## src/rtl/control_sequencer.sv

```systemverilog
// Control-unit sequencer: fetches instructions into I, walks the EX states the
// decoders request, gates their control word onto the datapath and holds status flags.
module control_sequencer #(
  parameter logic [32:0] FETCH_CW = 33'h0FC0_0160,
  parameter logic [32:0] INERT_CW = 33'h07C0_0000,
  parameter int          CNT_W    = 32
) (
  input  logic             clock,
  input  logic             reset_n,
  input  logic [63:0]      databus,
  input  logic             mem_ready,
  input  logic             halt,
  input  logic [32:0]      cw_dec,
  input  logic [3:0]       status_in,
  output logic [31:0]      I,
  output logic [1:0]       state,
  output logic [4:0]       status,
  output logic [32:0]      cw,
  output logic [CNT_W-1:0] instr_count,
  output logic             halted
);

  typedef enum logic [1:0] {
    FETCH = 2'b00,
    EX1   = 2'b01,
    EX2   = 2'b10,
    EX3   = 2'b11
  } state_t;

  localparam int BIT_RF_W      = 9;
  localparam int BIT_RAM_EN    = 8;
  localparam int BIT_PC_EN     = 6;
  localparam int BIT_STATUS_LD = 2;

  state_t           state_q, state_d;
  logic [31:0]      i_q;
  logic [4:0]       status_q;
  logic [CNT_W-1:0] count_q;

  logic i_load;
  logic status_load;
  logic retire;
  logic ex_stall;

  // Upper half of the bus carries data for other consumers, never instructions.
  logic unused_bus_bits;
  assign unused_bus_bits = ^databus[63:32];

  assign I           = i_q;
  assign state       = state_q;
  assign status      = status_q;
  assign instr_count = count_q;

  assign ex_stall = cw_dec[BIT_RAM_EN] && !mem_ready;

  always_comb begin
    state_d     = state_q;
    i_load      = 1'b0;
    status_load = 1'b0;
    retire      = 1'b0;
    cw          = INERT_CW;
    halted      = 1'b0;
    // While in reset the datapath must see a side-effect-free word.
    if (reset_n) begin
      case (state_q)
        FETCH: begin
          if (halt) begin
            halted = 1'b1;
          end else begin
            cw = FETCH_CW;
            if (mem_ready) begin
              i_load  = 1'b1;
              state_d = EX1;
            end else begin
              cw[5:4] = 2'b00;
            end
          end
        end
        default: begin
          cw = cw_dec;
          // A stalled RAM access must not commit anything that cannot be replayed.
          if (ex_stall) begin
            cw[BIT_RF_W]      = 1'b0;
            cw[BIT_PC_EN]     = 1'b0;
            cw[BIT_STATUS_LD] = 1'b0;
            cw[5:4]           = 2'b00;
          end else begin
            state_d     = state_t'(cw_dec[1:0]);
            status_load = cw_dec[BIT_STATUS_LD];
            retire      = (cw_dec[1:0] == 2'b00);
          end
        end
      endcase
    end
  end

  always_ff @(posedge clock or negedge reset_n) begin
    if (!reset_n) begin
      state_q  <= FETCH;
      i_q      <= '0;
      status_q <= '0;
      count_q  <= '0;
    end else begin
      state_q <= state_d;
      if (i_load)
        i_q <= databus[31:0];
      if (status_load)
        status_q <= {1'b1, status_in};
      if (retire)
        count_q <= count_q + CNT_W'(1);
    end
  end

endmodule

```

## config.mk

```make
export PLATFORM = sky130hd
export DESIGN_NAME = control_sequencer
export DESIGN_NICKNAME = d
export VERILOG_FILES = /design/src/rtl/control_sequencer.sv
export SDC_FILE = /design/constraint.sdc
export NUM_CORES = 1
export LEC_CHECK = 0
export CORE_ASPECT_RATIO = 1.1
export CORE_MARGIN = 8
export CORE_UTILIZATION = 29
export DETAILED_ROUTE_END_ITERATION = 10
export PLACE_DENSITY = 0.67
export SLEW_MARGIN = 20
export SYNTH_ARGS = -nofsm -noshare
export SYNTH_HDL_FRONTEND = slang
export SYNTH_SLANG_ARGS = --single-unit
```

## constraint.sdc

```tcl
create_clock -name clock -period 3.3 [get_ports clock]
set_clock_uncertainty 0.15 [all_clocks]
set_input_delay 0.99 -clock clock [delete_from_list [all_inputs] [get_ports clock]]
set_output_delay 0.99 -clock clock [all_outputs]
set_load 0.02 [all_outputs]
```

==> results.json <==
{
  "status": "completed",
  "synth_cell_types": 30,
  "netlist_area_mm2": 0.00318,
  "die_x_um": 116,
  "hold_path.class": "reg -> reg",
  "first_pass_iters": 4,
  "slowest_delay_ns": 0.50,
  "wl_um": 9730,
  "cp_max_fo": 2,
  "synth_fp_nets": 376,
  "clockBufferDepth": 2,
  "die_h_um": 126,
  "avgRoutedWirePerCell_um": 15.7,
  "grt_pass1_vias": 2999,
  "cp_cell_sequence": "clkdlybuf4s50_1, and2_1, dlygate4sd2_1",
  "antennaDiodeCount": 0,
  "rows": 40,
  "cp_slowest_cell": "clkdlybuf4s50_1",
  "hold-worst-slack_ns": 0.322,
  "final.setup.tns_ns": 0,
  "rsz0062_at_grt": "no",
  "initialDrtViolationCount": 48,
  "maxCapViolCount": 0,
  "root_buffer": "clkbuf_16",
  "critPathLaunchType": "input pin",
  "drive_above_1_share_pct": 17.4,
  "ys_warn_count": 0,
  "layout_commonest_cell": "clkdlybuf4s50_1",
  "antenna_found_initial": 0,
  "vias_per_cell": 4.42,
  "critical-path-top-delay-family": "buffers and inverters",
  "hold_viol_final": 0,
  "cp-end-kind": "output port",
  "peakVddDrop_uv": 324,
  "grt_pass1_wl_um": 15600,
  "clkSlewWorstSetupHoldPaths_ns": 0.05,
  "synth_ff_type": "dfrtp_1",
  "dp_hpwl_um": 7800,
  "cts.hold.buffers_added": 0,
  "start_util_pct": 29.4,
  "syn_area_per_cell_um2": 11.8,
  "synth_edf_count": 0,
  "syn2layout_area_growth_pct": 73.5,
  "cts_tree": "done",
  "stdcell_count": 619,
  "die_area_mm2": 0.0146,
  "fin_util_pct": 51.1,
  "crit_type": "in -> out",
  "ios": 210,
  "ant_nets": 0,
  "postSynthCellCount": 270,
  "num_vias": 2738,
  "clock-sinks": 71,
  "path_buf_inv": 2,
  "grt_max_degree": 55,
  "ys_async_sr_fraction_pct": 100,
  "cts-buffers-inserted": 9,
  "port-buffer-count": 177,
  "worst_pin_slew_ns": 0.741,
  "power_mw": 3.54,
  "clk_latency_ns": 0.32,
  "leakagePower_nw": 2.47,
  "drv_slew": 0,
  "core_area_mm2": 0.0108,
  "drcViolationCount": 0,
  "track_usage_pct": 13.5,
  "setup_violations": 0,
  "most-common-layout-cells": "139 x clkdlybuf4s50_1, 71 x dfrtp_1, 38 x mux2_2, 23 x dlygate4sd2_1",
  "post-route-period-util_pct": 93.9,
  "crit_arrival_ns": 1.96,
  "pwr_density_cell_mw_per_mm2": 641,
  "timing.fmax_mhz": 323,
  "cts_max_level": 3,
  "worst-r2r-setup-slack_ns": 0.97,
  "grt-ovfl-total": 0,
  "ys_seq_area_share_pct": 55.8,
  "ys_ff_latch": 71,
  "globalplace.congestion": 0.693,
  "place_inst": 603,
  "min_period_ns": 3.10,
  "relSlewSlack_pct": 50.2,
  "worst_ep_required_time_ns": 2.16,
  "final_nets": 573
}
## kinds of logic after synthesis
kind of cell               after synthesis  synth area share (%)
AOI/OAI and AO/OA                        9                  1.65
adders and majority gates                1                 0.393
muxes                                   38                  13.4
DFF                                     71                  55.8
xor gates and xnor gates                31                  8.53
buffers and inverters                   13                  1.77
and+or+nand+nor                        107                  18.4
## routing by layer
layer  routed length, um  GRT usage [%]
met2                4870           23.1
met1                3720           14.5
met3                1010           5.50
met4                 136           5.27
met5                   0              0
## per-stage QoR
stage / worst slack [ns] / area, um2
after global placement: -0.489 / 5260
final: 0.202 / 5520
after detailed placement: -0.469 / 5260
after floorplan: 0.159 / 3180
after global routing: 0.143 / 5520
after CTS: 0.000677 / 5500
## cell type report
class,instances,area (um2)
Sequential cell,71,1780
Inverter,3,11.3
Timing Repair Buffer,196,1900
Fill cell,1007,5290
Tap cell,147,184
Clock inverter,4,45.0
Clock buffer,12,246
Multi-Input combinational cell,186,1360
## state kept, by name, summed over array words and instances (netlist names)
| signal | cells |
|---|---|
| state | 2 |
| I | 32 |
| status | 5 |
| instr_count | 32 |
## power by group
group          switching [mW]  internal [mW]  leakage, nW
sequential              0.145           1.10        0.899
clock                   0.339          0.602        0.146
combinational           0.633          0.722         1.42
total                    1.12           2.42         2.47
## synth_stat cells (2+ instances only)
master | instances | area, um2
nand2b_1 | 7 | 43.8
xor2_1 | 9 | 78.8
nand2_1 | 18 | 67.6
clkbuf_1 | 6 | 22.5
a21oi_1 | 2 | 10.0
a21boi_0 | 2 | 15.0
nand4_1 | 11 | 68.8
nand3b_1 | 2 | 15.0
buf_2 | 2 | 10.0
nor3_1 | 8 | 40.0
dfrtp_1 | 71 | 1780
and2_1 | 22 | 138
and3_1 | 6 | 37.5
nand3_1 | 11 | 55.1
inv_1 | 3 | 11.3
o21ai_0 | 3 | 15.0
nor2b_1 | 2 | 12.5
nor4_1 | 2 | 12.5
nor2_1 | 14 | 52.6
mux2_2 | 38 | 428
xnor2_1 | 22 | 193
## worst register-to-register path: stages (launching register included)
cell	delay [ns]
dfrtp_1	0.50
o21ai_1	0.14
buf_4	0.15
or4b_1	0.61
nor3_4	0.23
buf_12	0.15
nand4_1	0.11
xnor2_1	0.17
## timing repair
| item | 4_1_cts | 5_1_grt |
|---|---|---|
| resized for setup | 50 | 14 |
| setup endpoints to repair | 29 | 10 |
| buffers inserted | 0 | 0 |
| hold endpoints to repair | 0 | 0 |
## path summary, 6_finish.rpt
kind | start | to | depth (start not counted)
worst max-delay path | cw_dec[0] | cw[0] | 3
worst min-delay path | instr_count[31]$_DFFE_PN0P_ | instr_count[31]$_DFFE_PN0P_ | 1
worst max register to register | state[1]$_DFFE_PN0P_ | instr_count[23]$_DFFE_PN0P_ | 7
worst min register to register | instr_count[31]$_DFFE_PN0P_ | instr_count[31]$_DFFE_PN0P_ | 1
max in group asynchronous | reset_n | instr_count[3]$_DFFE_PN0P_ | 3
min in group asynchronous | reset_n | state[1]$_DFFE_PN0P_ | 2
(Power assumes the default switching activity.)
